`src/rtl/lc3b_pipe_stage.sv`:
```
// LC-3b pipeline stage register: valid/ready handshake, flush to bubble, saturating stall counter.
// Optional 2-entry skid buffer with registered in_ready when LC3B_PIPE_SKID_EN is defined.
module lc3b_pipe_stage #(
    parameter int unsigned DATA_WIDTH = 64,
    parameter int unsigned CTRL_WIDTH = 8
) (
    input  logic                  clk,
    input  logic                  reset_n,
    input  logic                  in_valid,
    output logic                  in_ready,
    input  logic [DATA_WIDTH-1:0] in_data,
    input  logic [CTRL_WIDTH-1:0] in_ctrl,
    output logic                  out_valid,
    input  logic                  out_ready,
    output logic [DATA_WIDTH-1:0] out_data,
    output logic [CTRL_WIDTH-1:0] out_ctrl,
    input  logic                  flush,
    input  logic                  stall_cnt_clr,
    output logic [15:0]           stall_cnt
);

    logic                  main_valid;
    logic [DATA_WIDTH-1:0] main_data;
    logic [CTRL_WIDTH-1:0] main_ctrl;
    logic                  accept;
    logic                  out_xfer;
    logic [15:0]           stall_q;

    assign accept   = in_valid && in_ready;
    assign out_xfer = main_valid && out_ready;

    assign out_valid = main_valid;
    assign out_data  = main_data;
    // Bubbles carry no control so downstream write-enables stay quiet.
    assign out_ctrl  = main_valid ? main_ctrl : '0;

`ifdef LC3B_PIPE_SKID_EN
    logic                  skid_valid;
    logic [DATA_WIDTH-1:0] skid_data;
    logic [CTRL_WIDTH-1:0] skid_ctrl;

    // skid_valid is a register, so in_ready has no path from out_ready.
    assign in_ready = reset_n && !flush && !skid_valid;

    always_ff @(posedge clk) begin
        if (!reset_n) begin
            main_valid <= 1'b0;
            main_data  <= '0;
            main_ctrl  <= '0;
            skid_valid <= 1'b0;
            skid_data  <= '0;
            skid_ctrl  <= '0;
        end else if (flush) begin
            main_valid <= 1'b0;
            skid_valid <= 1'b0;
        end else if (out_xfer) begin
            if (skid_valid) begin
                main_data  <= skid_data;
                main_ctrl  <= skid_ctrl;
                skid_valid <= 1'b0;
            end else if (accept) begin
                main_data <= in_data;
                main_ctrl <= in_ctrl;
            end else begin
                main_valid <= 1'b0;
            end
        end else if (accept) begin
            if (!main_valid) begin
                main_valid <= 1'b1;
                main_data  <= in_data;
                main_ctrl  <= in_ctrl;
            end else begin
                skid_valid <= 1'b1;
                skid_data  <= in_data;
                skid_ctrl  <= in_ctrl;
            end
        end
    end
`else
    assign in_ready = reset_n && !flush && (out_ready || !main_valid);

    always_ff @(posedge clk) begin
        if (!reset_n) begin
            main_valid <= 1'b0;
            main_data  <= '0;
            main_ctrl  <= '0;
        end else if (flush) begin
            main_valid <= 1'b0;
        end else if (accept) begin
            main_valid <= 1'b1;
            main_data  <= in_data;
            main_ctrl  <= in_ctrl;
        end else if (out_xfer) begin
            main_valid <= 1'b0;
        end
    end
`endif

    always_ff @(posedge clk) begin
        if (!reset_n) begin
            stall_q <= '0;
        end else if (stall_cnt_clr) begin
            stall_q <= '0;
        end else if (main_valid && !out_ready && (stall_q != 16'hFFFF)) begin
            stall_q <= stall_q + 16'd1;
        end
    end

    assign stall_cnt = stall_q;

endmodule

```
`config.mk`:
```
export PLATFORM = sky130hd
export DESIGN_NAME = lc3b_pipe_stage
export DESIGN_NICKNAME = d
export VERILOG_FILES = /design/src/rtl/lc3b_pipe_stage.sv
export SDC_FILE = /design/constraint.sdc
export NUM_CORES = 1
export LEC_CHECK = 0
export CORE_MARGIN = 2
export CORE_UTILIZATION = 44
export CTS_CLUSTER_SIZE = 8
export DETAILED_ROUTE_END_ITERATION = 8
export PLACE_DENSITY = 0.85
export SYNTH_ARGS = -nofsm -noshare
export SYNTH_HDL_FRONTEND = slang
export SYNTH_SLANG_ARGS = --single-unit
```
`constraint.sdc`:
```
create_clock -name clk -period 2.9 [get_ports clk]
set_clock_uncertainty 0.2 [all_clocks]
set_input_delay 0.435 -clock clk [delete_from_list [all_inputs] [get_ports clk]]
set_output_delay 0.435 -clock clk [all_outputs]
set_load 0.05 [all_outputs]
```
==> results.toml, run 1 <==
[status]
status = "completed"

[timing]
slew_headroom = 0.613
finalCriticalPeriod_ns = 2.57
max_freq_mhz = 390
hold_viol = 0
tightest_slew_ns = 0.580
setup_tns_ns = 0
slew_viol_final = 0
finalCritPeriodShare = 0.885
rsz0062_at_grt = "false"
finalSetupViolCount = 0

[logic_synthesis]
synth_compound_area_frac = 0.0488
synth_area_sq_um = 3620
synth_nets = 425
yosysMostFrequentCell = "dfxtp_1"
synthArstFlopShare = 0
synth-xor-area-share = 0
synth_common_cells = "dfxtp_1 (89), nor2b_1 (74), mux2i_1 (73)"
dominantRegCellSynth = "dfxtp_1"
synth_cell_types = 36
synth-seq-cells = 89
ys_seq_area_frac = 0.493
synth_mux_area_frac = 0.202
yosys.area_share.simple = 0.229
yosys-top-cells-area = "dfxtp_1 (49%), mux2i_1 (20%), nor2b_1 (13%), and2_1 (1.6%), clkbuf_1 (1.1%)"
synth-edff-count = 0
avgSynthCellArea_sq_um = 10.5
synth_fa_ha_area_frac = 0.00346
synthCells = 346
yosysTopAreaCellShare = 0.493
ys_warn_count = 0
synth_top_cell_by_area = "dfxtp_1"
synth_top_family_by_area = "simple AND/OR/NAND/NOR gates"

[routing]
vias = 3136
met2_wirelength_mm = 4.48
dr.pass1.iters = 5
drt_iter0_markers = 88
met1_length_mm = 3.55
topRoutingLayerUsed = "met4"
via_per_inst = 5.06
wl_met3_um = 804
drt_wl_total_mm = 9.12
drc_errors = 0
antenna_left = 0
wl_per_cell_um = 14.7

[die]
initial_core_util = 0.447
dieHeight_um = 94.7
ios = 168
dieWidth_um = 94.7
core_sq_um = 8090
die_area_sq_um = 8960
num_rows = 33

[cells_and_area]
syn_to_final_growth_pct = 55.2
fill_cells = 665
diodes = 0
nets = 589
drive_gt1_frac = 0.0544
postLayoutCellArea_sq_um = 5610

[clocking]
cts_tree = "yes"
cts_resized = 0
clk_pin_slew_ns = 0.09
cts_root_buffer = "clkbuf_8"
cts.sinks = 89
htreeDepth = 3
post_cts_buffers = 0
clockBufferDepth = 2
cts_hold_buf = 0
cts_buffers = 9
clock_latency_ns = 0.34

[critical_path]
cp_slowest_stage_delay_ns = 0.82
crit_slowest_cell = "clkdlybuf4s50_1"
crit_cells = 2
critPathTopFamily = "buffers and inverters"
path_cells = "and2_1 > clkdlybuf4s50_1"
critPathMaxFanout = 13
cp_data_required_time_ns = 2.27
worst_ep_arrival_time_ns = 1.93
worstSetupPathType = "reg2out"
cp.buffers_inverters = 1
start_kind = "flop"
endpoint_kind = "primary output"
rr_worst_depth = 5

[global_routing]
grt_pass1_vias = 3188
overflow = 0
grt_pass1_wl_mm = 14.7
antenna_found_initial = 0
grtUsageTotal = 0.206
grt_start_max_net_pins = 74

[placement]
place_area_sq_um = 5410
hpwl_mm = 6.66
port_buffers = 167
routabilityCongestion = 0.877

[power]
powerDensity_nw_per_um2 = 454
p_leak_nw = 2.36
ir_worst_vdd_v = 0.000331
total_power_mw = 2.55

[run]
cap_violations = 0

[hold_path]
whs_path_depth = 3
hold_path_class = "in2reg"
==> area by class of cell <==
class	instances	area, sq um	area share
Clock buffer	10	138	0.0245
Clock inverter	6	67.6	0.0120
Inverter	2	7.51	0.00134
Multi-Input combinational cell	236	1750	0.312
Sequential cell	89	1780	0.317
Tap cell	105	131	0.0234
Timing Repair Buffer	172	1740	0.310
==> metal layers <==
layer  track usage  up-vias
met4        0.0942        0
li1              -     1532
met1         0.235     1438
met5             0        -
met3        0.0678       22
met2         0.349      144
==> cell families (layout without fill, tap and decap cells) <==
group / after synthesis / after routing
multiplexers: 73 / 73
adder cells (fa/ha/maj): 1 / 1
flip-flops: 89 / 89
buffers and inverters: 21 / 190
AND/OR/NAND/NOR: 134 / 134
AO/OA/AOI/OAI: 28 / 28
==> cell usage in the layout, fill, tap and decap left out, types with 4 or more instances in the layout <==
master	n
clkdlybuf4s50_1	165
dfxtp_1	89
nand2b_1	4
o21ai_0	6
and2_1	9
mux2i_1	73
a21oi_1	8
nor2b_1	74
a211oi_1	4
clkbuf_8	10
nand4_1	6
nor2_1	7
nand2_1	6
==> stage by stage <==
stage	utilization	std cells	hold WS (ns)	setup slack (ns)
after detailed placement	0.668	604	0.304	0.418
final	0.694	620	0.213	0.334
after global placement	0.668	604	0.288	0.478
after CTS	0.694	620	0.200	0.327
after floorplan	-	346	0.277	0.653
after global routing	0.694	620	0.219	0.247
==> where the power goes <==
part           total, mW  switching [mW]  internal [mW]
clock network      0.867           0.443          0.424
logic              0.408           0.201          0.206
registers           1.27          0.0190           1.26
==> sequential cells by signal (all words and copies together) (netlist names) <==
signal,cells
main_ctrl,8
out_valid,1
stall_cnt,16
out_data,64
==> worst reg2reg max path, delay by kind of cell (launching register included) <==
family / cells / cell delay [ns]
AO/OA/AOI/OAI: 2 / 0.36
adder cells (fa/ha/maj): 1 / 0.27
flip-flops: 1 / 0.43
AND/OR/NAND/NOR: 2 / 0.83
==> final timing paths <==
kind	start	end	slack (ns)
worst min register to register	main_ctrl[4]$_SDFFE_PN0P_	main_ctrl[4]$_SDFFE_PN0P_	0.32
worst max register to register	stall_cnt[0]$_SDFFE_PP0P_	stall_cnt[14]$_SDFFE_PP0P_	0.71
worst min-delay path	reset_n	out_valid$_SDFFE_PP0P_	0.21
worst max-delay path	out_valid$_SDFFE_PP0P_	out_ctrl[5]	0.33
(Power assumes the default switching activity.)
==> run 2: changes to the inputs <==
--- a/config.mk
+++ b/config.mk
@@ -5,6 +5,7 @@
 export SDC_FILE = /design/constraint.sdc
 export NUM_CORES = 1
 export LEC_CHECK = 0
+export CAP_MARGIN = 20
 export CORE_MARGIN = 2
 export CORE_UTILIZATION = 44
 export CTS_CLUSTER_SIZE = 8
==> results of run 2 <==
Final layout, timing and power as in run 1 (identical DEF).
